--- src/rtl/result_collect.sv ---
// ---------------------------------------------------------------------------
// result_collect
//
// Collects finished pixels from a bank of Julia workers and streams them to
// the frame buffer as (address, value) writes.
//
//   * A round-robin arbiter picks at most one worker per cycle among those
//     holding a result (jw_done). The chosen worker gets a one-cycle
//     cl_jw_ack pulse in the following cycle. Its {x, y, iter} is sampled at
//     the granting edge.
//   * In-range results go into a small show-ahead FIFO. The address
//     y*H_RES+x is computed once, at push time.
//   * Out-of-range results are acknowledged but dropped, and they set the
//     sticky coord_err flag.
//   * Pops are counted. When the count reaches H_RES*V_RES, frame_done
//     pulses for one cycle and the count wraps to zero.
//
// Handshakes:
//   jw_done/cl_jw_ack : a worker raises jw_done and holds x/y/iter stable
//     until it sees its cl_jw_ack bit. The ack is a single-cycle pulse.
//     The worker acked last cycle is skipped by the arbiter, so a worker
//     that drops done on ack is never granted twice.
//   wr_valid/wr_ready : wr_valid is high whenever the FIFO holds an entry.
//     It is a pure function of FIFO state and never looks at wr_ready.
//     A transfer (pop) happens on every clock edge where both are high.
//     wr_addr/wr_data stay stable while wr_valid is held.
//
// Ports:
//   clk, rst      clock, synchronous active-high reset
//   start         new-frame pulse; clears the pixel counter only
//   jw_done       per-worker "result held" flags
//   jw_x, jw_y    per-worker 10-bit pixel coordinates (packed, worker 0 at LSB)
//   jw_iter       per-worker iteration counts (packed, worker 0 at LSB)
//   cl_jw_ack     one-hot (or zero) accept pulse back to the workers
//   wr_valid      frame-buffer write pending
//   wr_ready      frame buffer accepts the write
//   wr_addr       y*H_RES+x of the head entry (19-bit)
//   wr_data       pixel value of the head entry
//   frame_done    one-cycle end-of-frame pulse
//   coord_err     sticky flag for out-of-range coordinates
//
// Build option:
//   INSET_BLACK_EN  when defined, pixels whose iter equals MAX_ITER are
//                   written as 0. Interface and timing are the same in
//                   both builds.
// ---------------------------------------------------------------------------
module result_collect #(
    parameter int NUM_WORKERS = 16,
    parameter int ITER_W      = 8,
    parameter int FIFO_DEPTH  = 8,
    parameter int H_RES       = 640,
    parameter int V_RES       = 480,
    parameter int MAX_ITER    = 255
) (
    input  logic                          clk,
    input  logic                          rst,
    input  logic                          start,
    input  logic [NUM_WORKERS-1:0]        jw_done,
    input  logic [NUM_WORKERS*10-1:0]     jw_x,
    input  logic [NUM_WORKERS*10-1:0]     jw_y,
    input  logic [NUM_WORKERS*ITER_W-1:0] jw_iter,
    output logic [NUM_WORKERS-1:0]        cl_jw_ack,
    output logic                          wr_valid,
    input  logic                          wr_ready,
    output logic [18:0]                   wr_addr,
    output logic [ITER_W-1:0]             wr_data,
    output logic                          frame_done,
    output logic                          coord_err
);

    localparam int PTR_W     = (NUM_WORKERS > 1) ? $clog2(NUM_WORKERS) : 1;
    localparam int AW        = (FIFO_DEPTH > 1) ? $clog2(FIFO_DEPTH) : 1;
    localparam int PIX_TOTAL = H_RES * V_RES;
    localparam int PCW       = $clog2(PIX_TOTAL + 1);
    localparam logic [31:0] H_LIM = 32'(H_RES);
    localparam logic [31:0] V_LIM = 32'(V_RES);

`ifdef INSET_BLACK_EN
    localparam bit INSET_EN = 1'b1;
`else
    localparam bit INSET_EN = 1'b0;
`endif

    // ------------------------------------------------------------------
    // State
    // ------------------------------------------------------------------
    logic [PTR_W-1:0]       rr_ptr_q, rr_ptr_d;
    logic [NUM_WORKERS-1:0] ack_q, ack_d;
    logic [AW-1:0]          wr_ptr_q, wr_ptr_d;
    logic [AW-1:0]          rd_ptr_q, rd_ptr_d;
    logic [AW:0]            count_q, count_d;
    logic [PCW-1:0]         pix_cnt_q, pix_cnt_d;
    logic                   frame_done_q, frame_done_d;
    logic                   coord_err_q, coord_err_d;

    logic [18:0]            mem_addr_q [FIFO_DEPTH];
    logic [ITER_W-1:0]      mem_data_q [FIFO_DEPTH];

    // Per-worker views of the packed input buses
    logic [9:0]             x_arr    [NUM_WORKERS];
    logic [9:0]             y_arr    [NUM_WORKERS];
    logic [ITER_W-1:0]      iter_arr [NUM_WORKERS];

    for (genvar g = 0; g < NUM_WORKERS; g++) begin : g_unpack
        assign x_arr[g]    = jw_x[g*10 +: 10];
        assign y_arr[g]    = jw_y[g*10 +: 10];
        assign iter_arr[g] = jw_iter[g*ITER_W +: ITER_W];
    end

    // ------------------------------------------------------------------
    // Round-robin arbiter
    // ------------------------------------------------------------------
    logic                   fifo_full;
    logic                   fifo_empty;
    logic [NUM_WORKERS-1:0] req;
    logic                   gnt_found;
    logic [PTR_W-1:0]       gnt_idx;
    logic [PTR_W:0]         scan_sum;
    logic [PTR_W-1:0]       scan_idx;

    assign fifo_full  = (count_q == (AW+1)'(FIFO_DEPTH));
    assign fifo_empty = (count_q == '0);

    always_comb begin
        // The worker acked last cycle still shows done for this cycle
        req       = jw_done & ~ack_q;
        gnt_found = 1'b0;
        gnt_idx   = '0;
        scan_sum  = '0;
        scan_idx  = '0;
        if (!fifo_full) begin
            for (int i = 0; i < NUM_WORKERS; i++) begin
                scan_sum = {1'b0, rr_ptr_q} + (PTR_W+1)'(i);
                if (scan_sum >= (PTR_W+1)'(NUM_WORKERS)) begin
                    scan_sum = scan_sum - (PTR_W+1)'(NUM_WORKERS);
                end
                scan_idx = scan_sum[PTR_W-1:0];
                if (!gnt_found && req[scan_idx]) begin
                    gnt_found = 1'b1;
                    gnt_idx   = scan_idx;
                end
            end
        end
    end

    // ------------------------------------------------------------------
    // Selected worker's result and its FIFO entry
    // ------------------------------------------------------------------
    logic [9:0]        sel_x;
    logic [9:0]        sel_y;
    logic [ITER_W-1:0] sel_iter;
    logic              in_range;
    logic [18:0]       addr_calc;
    logic [ITER_W-1:0] data_calc;
    logic              push;
    logic              pop;

    always_comb begin
        sel_x     = x_arr[gnt_idx];
        sel_y     = y_arr[gnt_idx];
        sel_iter  = iter_arr[gnt_idx];
        in_range  = ({22'b0, sel_x} < H_LIM) && ({22'b0, sel_y} < V_LIM);
        addr_calc = 19'(sel_y) * 19'(H_RES) + 19'(sel_x);
        if (INSET_EN && (sel_iter == ITER_W'(MAX_ITER))) begin
            data_calc = '0;
        end else begin
            data_calc = sel_iter;
        end
        push = gnt_found && in_range;
        pop  = !fifo_empty && wr_ready;
    end

    // ------------------------------------------------------------------
    // Next-state logic
    // ------------------------------------------------------------------
    always_comb begin
        rr_ptr_d     = rr_ptr_q;
        ack_d        = '0;
        coord_err_d  = coord_err_q;
        wr_ptr_d     = wr_ptr_q;
        rd_ptr_d     = rd_ptr_q;
        count_d      = count_q;
        pix_cnt_d    = pix_cnt_q;
        frame_done_d = 1'b0;

        if (gnt_found) begin
            ack_d[gnt_idx] = 1'b1;
            if (gnt_idx == PTR_W'(NUM_WORKERS - 1)) begin
                rr_ptr_d = '0;
            end else begin
                rr_ptr_d = gnt_idx + PTR_W'(1);
            end
            if (!in_range) begin
                coord_err_d = 1'b1;
            end
        end

        // Depth is a power of two, so the pointers wrap by overflow
        if (push) begin
            wr_ptr_d = wr_ptr_q + AW'(1);
        end
        if (pop) begin
            rd_ptr_d = rd_ptr_q + AW'(1);
        end
        unique case ({push, pop})
            2'b10:   count_d = count_q + (AW+1)'(1);
            2'b01:   count_d = count_q - (AW+1)'(1);
            default: count_d = count_q;
        endcase

        // A pop in the same cycle as start belongs to the previous frame
        if (start) begin
            pix_cnt_d = '0;
        end else if (pop) begin
            if (pix_cnt_q == PCW'(PIX_TOTAL - 1)) begin
                pix_cnt_d    = '0;
                frame_done_d = 1'b1;
            end else begin
                pix_cnt_d = pix_cnt_q + PCW'(1);
            end
        end
    end

    // ------------------------------------------------------------------
    // Registers
    // ------------------------------------------------------------------
    always_ff @(posedge clk) begin
        if (rst) begin
            rr_ptr_q     <= '0;
            ack_q        <= '0;
            wr_ptr_q     <= '0;
            rd_ptr_q     <= '0;
            count_q      <= '0;
            pix_cnt_q    <= '0;
            frame_done_q <= 1'b0;
            coord_err_q  <= 1'b0;
        end else begin
            rr_ptr_q     <= rr_ptr_d;
            ack_q        <= ack_d;
            wr_ptr_q     <= wr_ptr_d;
            rd_ptr_q     <= rd_ptr_d;
            count_q      <= count_d;
            pix_cnt_q    <= pix_cnt_d;
            frame_done_q <= frame_done_d;
            coord_err_q  <= coord_err_d;
        end
    end

    // Storage needs no reset: it is unreadable while count_q is zero
    always_ff @(posedge clk) begin
        if (push) begin
            mem_addr_q[wr_ptr_q] <= addr_calc;
            mem_data_q[wr_ptr_q] <= data_calc;
        end
    end

    // ------------------------------------------------------------------
    // Outputs
    // ------------------------------------------------------------------
    assign cl_jw_ack  = ack_q;
    assign wr_valid   = !fifo_empty;
    assign wr_addr    = mem_addr_q[rd_ptr_q];
    assign wr_data    = mem_data_q[rd_ptr_q];
    assign frame_done = frame_done_q;
    assign coord_err  = coord_err_q;

endmodule

--- config.mk ---
export PLATFORM = sky130hd
export DESIGN_NAME = result_collect
export DESIGN_NICKNAME = d
export VERILOG_FILES = /design/src/rtl/result_collect.sv
export SDC_FILE = /design/constraint.sdc
export NUM_CORES = 1
export LEC_CHECK = 0
export BUFFER_PORTS_ARGS = -buffer_cell sky130_fd_sc_hd__buf_2
export CORE_AREA = 2 2 204 206
export CTS_CLUSTER_SIZE = 20
export DETAILED_ROUTE_END_ITERATION = 6
export DIE_AREA = 0 0 206 208
export GPL_TIMING_DRIVEN = 0
export PLACE_DENSITY = 0.7
export SYNTH_ARGS = -nofsm -noshare
export SYNTH_HDL_FRONTEND = slang
export SYNTH_SLANG_ARGS = --single-unit
--- constraint.sdc ---
create_clock -name clk -period 10.2 [get_ports clk]
set_input_delay 1.02 -clock clk [delete_from_list [all_inputs] [get_ports clk]]
set_output_delay 1.02 -clock clk [all_outputs]
set_load 0.01 [all_outputs]
After elaboration in Yosys (flattened, before gate mapping)
Memory sizes are Yosys's and may differ from the RTL's. A register that Yosys moved wholly into a read port is not among the register bits.
Index checks and enable logic that the tools add are counted.
W data, S select, Z words.
- flip-flop bits (word level): 51
- bits in writable memories: 216
- output and inout bits: 46
- logic and storage cells: 272
- memories: 2
- memories (memory ; depth ; bits a word ; rd ports ; clocked after Yosys merged registers in ; wr ports ; line ; source):
    mem_addr_q ; 8 ; 19 ; 1 ; 1 ; 1 ; 96 ; logic [18:0] mem_addr_q [FIFO_DEPTH];
    mem_data_q ; 8 ; 8 ; 1 ; 1 ; 1 ; 97 ; logic [ITER_W-1:0] mem_data_q [FIFO_DEPTH];
- $add $sub $neg: 38
- $mul: 1
- magnitude comparators: 37
- equality and inequality tests: 5
- muxes and demuxes: 134
- bitwise operators: 6
- reduce and logical (&&, ||, !) cells: 41
- operator list (kind ; number):
    $mux W4 ; 50
    $lt A4 B5 Y1 const B ; 17
    $bmux W10 S4 ; 2
    $ge A5 B5 Y1 const B ; 16
    $sub A4 B1 Y4 const B ; 17
    $bmux W1 S4 ; 16
    $mux W1 ; 52
    $add A4 B4 Y5 const B ; 8
    $mux W10 ; 4
    $bmux W8 S4 ; 1
    $add A4 B3 Y5 const B ; 4
    $add A19 B1 Y19 const B ; 1
    $add A19 B10 Y19 ; 1
    $eq A19 B19 Y1 const B ; 1
    $logic_and A1 B1 Y1 ; 19
    $mux W19 ; 1
    $and A16 B16 Y16 ; 1
    $logic_not A1 Y1 ; 16
    $mux W8 ; 2
    $not A16 Y16 ; 1
    $mul A10 B3 Y12 const B ; 1
    $mux W3 ; 4
    $add A4 B2 Y5 const B ; 2
    $lt A10 B10 Y1 const B ; 1
    other kinds (18) ; 24

Logic depth before layout (Yosys ltp)
- depth in word-level cells: 76
- gate-level depth with buffers: 37
- mapped depth without buffers: 30

Worst setup path before layout
Ideal clock, no wire load.
- kind: register to register
- start point: register rr_ptr_q[1]
- end point: memory mem_addr_q[0][18] (data pin)
- setup time: 231 ps
- arrival: 7711 ps
- setup slack: 2258 ps
- cell stages (with the launch flop): 34
- path buffers: 7
- cell sequence: dfxtp_1 -> clkbuf_1 -> clkinv_1 -> clkbuf_1 -> ha_1 -> buf_4 -> inv_2 -> mux4_2 -> a2bb2o_1 -> nor3b_2 -> nand2_1 -> or4_4 -> o2bb2ai_2 -> o22ai_1 -> buf_6 -> inv_2 -> clkbuf_1 -> clkbuf_1 -> buf_1 -> nand2_1 -> a311oi_1 -> a211oi_1 -> a21oi_1 -> ha_1 -> ha_1 -> inv_1 -> fa_1 -> nor3b_1 -> nand3b_1 -> inv_1 -> and3_1 -> nand3_1 -> xor2_1 -> xnor2_1
- cells in the longest elaborated chain, start to end: 73
- elaborated cells between the ends (all ways): 197
- those cells by class: add/sub (32); mul (1); order compare (16); mux (117); bitwise (1); reduce/logical (30)
- ends and longest elaborated chain (item ; line ; source):
    from (decl) ; 87 ; logic [PTR_W-1:0] rr_ptr_q, rr_ptr_d;
    from (signal assigned) ; 238 ; rr_ptr_q <= rr_ptr_d;
    branches (longest 65 deep; another with $add A4 B1 Y5) ; n/a ;
    $mux W4 * ; 138 ; if (!gnt_found && req[scan_idx]) begin
    $mux W4 * ; 131 ; if (!fifo_full) begin
    $not A4 Y5 (implied by the code) * ; 159, 160 ;
    $bmux W10 S4 ; 160 ; sel_y = y_arr[gnt_idx];
    $mux W10 (implied by the code) (2 in a row) ; 160 ;
    $mul A10 B3 Y12 ; 163 ; addr_calc = 19'(sel_y) * 19'(H_RES) + 19'(sel_x);
    $add A19 B10 Y19 * ; 163 ;
    net addr_calc[18] ; 153 ; logic [18:0] addr_calc;
    to (decl) ; 96 ;
Mark *: on every way through the listed nets, which the timed path passes. The select of a mux whose other input is x is not followed.

Worst setup path after layout
- start point: register rr_ptr_q[1]
- end point: memory mem_addr_q[7][18] (data pin)
Same word-level chain as after synthesis.

==> results.cfg <==
[timing]
slew_headroom_pct = 13.44
min_period_ns = 9.768
worstMarginPinSlew_ns = 1.285
clock.fmax_mhz = 102.4
fin_crit_sh_pct = 95.76
slew_violations = 0
skew_ns = 0.03648
setup-violations-final = 0
final_hold_viol_count = 0

[layout]
multi_input_area_sq_mm = 0.009921
seqCellArea_sq_mm = 0.007567
fin_nets = 2873
drive_above_1_share_pct = 32.17
syn2layout_area_growth_pct = 23.75
fillers = 3687
fin_cells = 2930

[logic_synthesis]
synthMuxAreaShare_pct = 16.41
synth_area_leaders = edfxtp_1 (36%), mux4_2 (9.7%), nand2_1 (9.4%)
synthAdderAreaFrac_pct = 2.832
synth_seq_cells = 270
ys_top_cells_by_count = nand2_1 (453), edfxtp_1 (216), clkbuf_1 (83)
yosys.area_share.simple_pct = 20.69
synth_edf_count = 216
synth_cell_types = 90
syn-cell-area_sq_mm = 0.01803
synth_top_area_share_pct = 35.98
synth_most_common_cell = nand2_1
synth.avg_cell_area_sq_um = 9.879
synth-xor-area-share_pct = 2.665
synth_cells = 1825
synth_nets = 2332
async_flop_share_pct = 0
synth_ff_type = edfxtp_1
yosysTopAreaCell = edfxtp_1
synth_seq_area_share_pct = 41.97
synth_warnings = 0
synth_top_family_by_area = simple AND/OR/NAND/NOR gates
synth-compound-area-share_pct = 11.85

[place]
dpl.cell_count = 2871
io_buffers = 513
globalplace.congestion = 1.095
hpwlAfterDp_microns = 64720

[floorplanning]
start_util_pct = 44.46
core-area_sq_mm = 0.04055
fp.dieH_microns = 208
die_area_sq_mm = 0.04285
boundaryPins = 514
placement_rows = 74
dieWidth_microns = 206

[clocking]
post_cts_buffers = 0
h-tree-depth = 1
clk_latency_ns = 0.56
clock-root-buffer = clkbuf_16
cts_buffers = 27
path_clk_slew_ns = 0.06
cts_tree = done
cts.sinks = 270
clk_path_buf_depth = 3

[detailed_routing]
viasPerCell = 6.023
antenna_left = 0
drt_first_pass_iters = 6
wire_per_inst_microns = 27.62
vias = 17650
initialDrtViolationCount = 1983
wirelength_microns = 80930
drc = 0

[run]
drv_cap = 0

[global_route]
grt_use_total_pct = 37.04
antenna_found_initial = 11
grt_pass1_vias = 17210
grt_max_degree = 28
grt_pass1_wl_microns = 115600
overflow = 0

[outcome]
run_status = completed

[setup_path]
cp.arrival_ns = 10.11
cp_slowest_cell = mux4_2
cp-start-kind = flip-flop
end_kind = flip-flop
cp_max_fo = 16
required_ns = 10.54
max_stage_delay_ns = 0.61
criticalPathCategory = reg2reg

[hold_path]
hold_class = reg2reg
path summary, 6_finish.rpt:
check | from | end | slack (ns) | depth (start not counted)
worst max-delay path | rr_ptr_q[1]$_SDFFE_PP0P_ | mem_addr_q[7][18]$_DFFE_PP_ | 0.43 | 33
worst min-delay path | rd_ptr_q[1]$_SDFFE_PP0P_ | rd_ptr_q[1]$_SDFFE_PP0P_ | 0.49 | 2
worst max register to register | rr_ptr_q[1]$_SDFFE_PP0P_ | mem_addr_q[7][18]$_DFFE_PP_ | 0.43 | 33
worst min register to register | rd_ptr_q[1]$_SDFFE_PP0P_ | rd_ptr_q[1]$_SDFFE_PP0P_ | 0.49 | 2
placed cells by master (no fill, tap or decap), drive strengths merged, types with 54 or more instances in the layout:
cell type	netlist	routed
o21ai	60	60
buf	41	549
mux4	78	78
nor2	78	78
and3	68	68
dfxtp	54	54
edfxtp	216	216
mux2i	60	60
a21oi	54	54
clkbuf	83	121
nand2	453	453
a31oi	57	57
logic make-up after synthesis:
logic type / after synthesis
muxes: 190
adders and majority gates: 39
AOI/OAI and AO/OA: 318
and+or+nand+nor: 799
xor gates and xnor gates: 54
buffers and inverters: 155
DFF: 270
state kept, by name, summed over array words and instances, names as in the netlist, named ones only:
register and flops:
mem_addr_q 152, mem_data_q 64, pix_cnt_q 19, cl_jw_ack 16
count_q 4, rr_ptr_q 4, rd_ptr_q 3, wr_ptr_q 3
coord_err 1, frame_done 1
area by class of cell:
class	instances	share of cell area, %
tap	532	2.984
inverter	31	0.5384
sequential	270	33.92
clock buffer	35	3.208
timing repair buffer	514	11.63
clock inverter	15	0.6225
antenna	11	0.1234
multi-input combinational	1400	44.47
buffer	122	2.507
layer usage:
metal  up-vias  share of wire, %  track usage [%]
met2       945                48            61.17
met4         2               3.9            12.49
met1      8676                40            49.92
met5         -             0.012                0
li1       7871                 -                -
met3       154               7.8            5.185
what timing repair did:
item,4_1_cts,5_1_grt
endpoints found under the hold margin,0,0
resized for setup,24,28
hold buffers,0,0
endpoints found under the setup margin,80,48
gates cloned,0,0
critical path, delay by kind of cell (launching register included):
family                   cells  cell delay (ns)
AO/OA/AOI/OAI               12             2.43
XOR/XNOR                     3             0.80
adder cells (fa/ha/maj)      3             1.00
buffers and inverters        9             2.84
flip-flops                   1             0.40
multiplexers                 1             0.61
AND/OR/NAND/NOR              5             1.46
stage by stage:
| stage | instance area, sq um | TNS, ns | hold slack, ns | utilization, % | setup slack [ns] |
|---|---|---|---|---|---|
| CTS | 22220 | 0 | 0.4876 | 54.79 | 0.01392 |
| detailed placement | 21300 | -70.32 | 0.4792 | 52.51 | -1.530 |
| global placement | 21260 | -74.49 | 0.4753 | 52.43 | -1.648 |
| global route | 22310 | -0.06330 | 0.5179 | 55.00 | -0.01106 |
| finish | 22310 | 0 | 0.4862 | 55.01 | 0.4322 |
| floorplan | 18030 | 0 | 0.4541 | - | 2.258 |
Power is left out: the tool's default activity adds up to more than one toggle a clock period on the data nets, which glitch-free logic cannot reach.
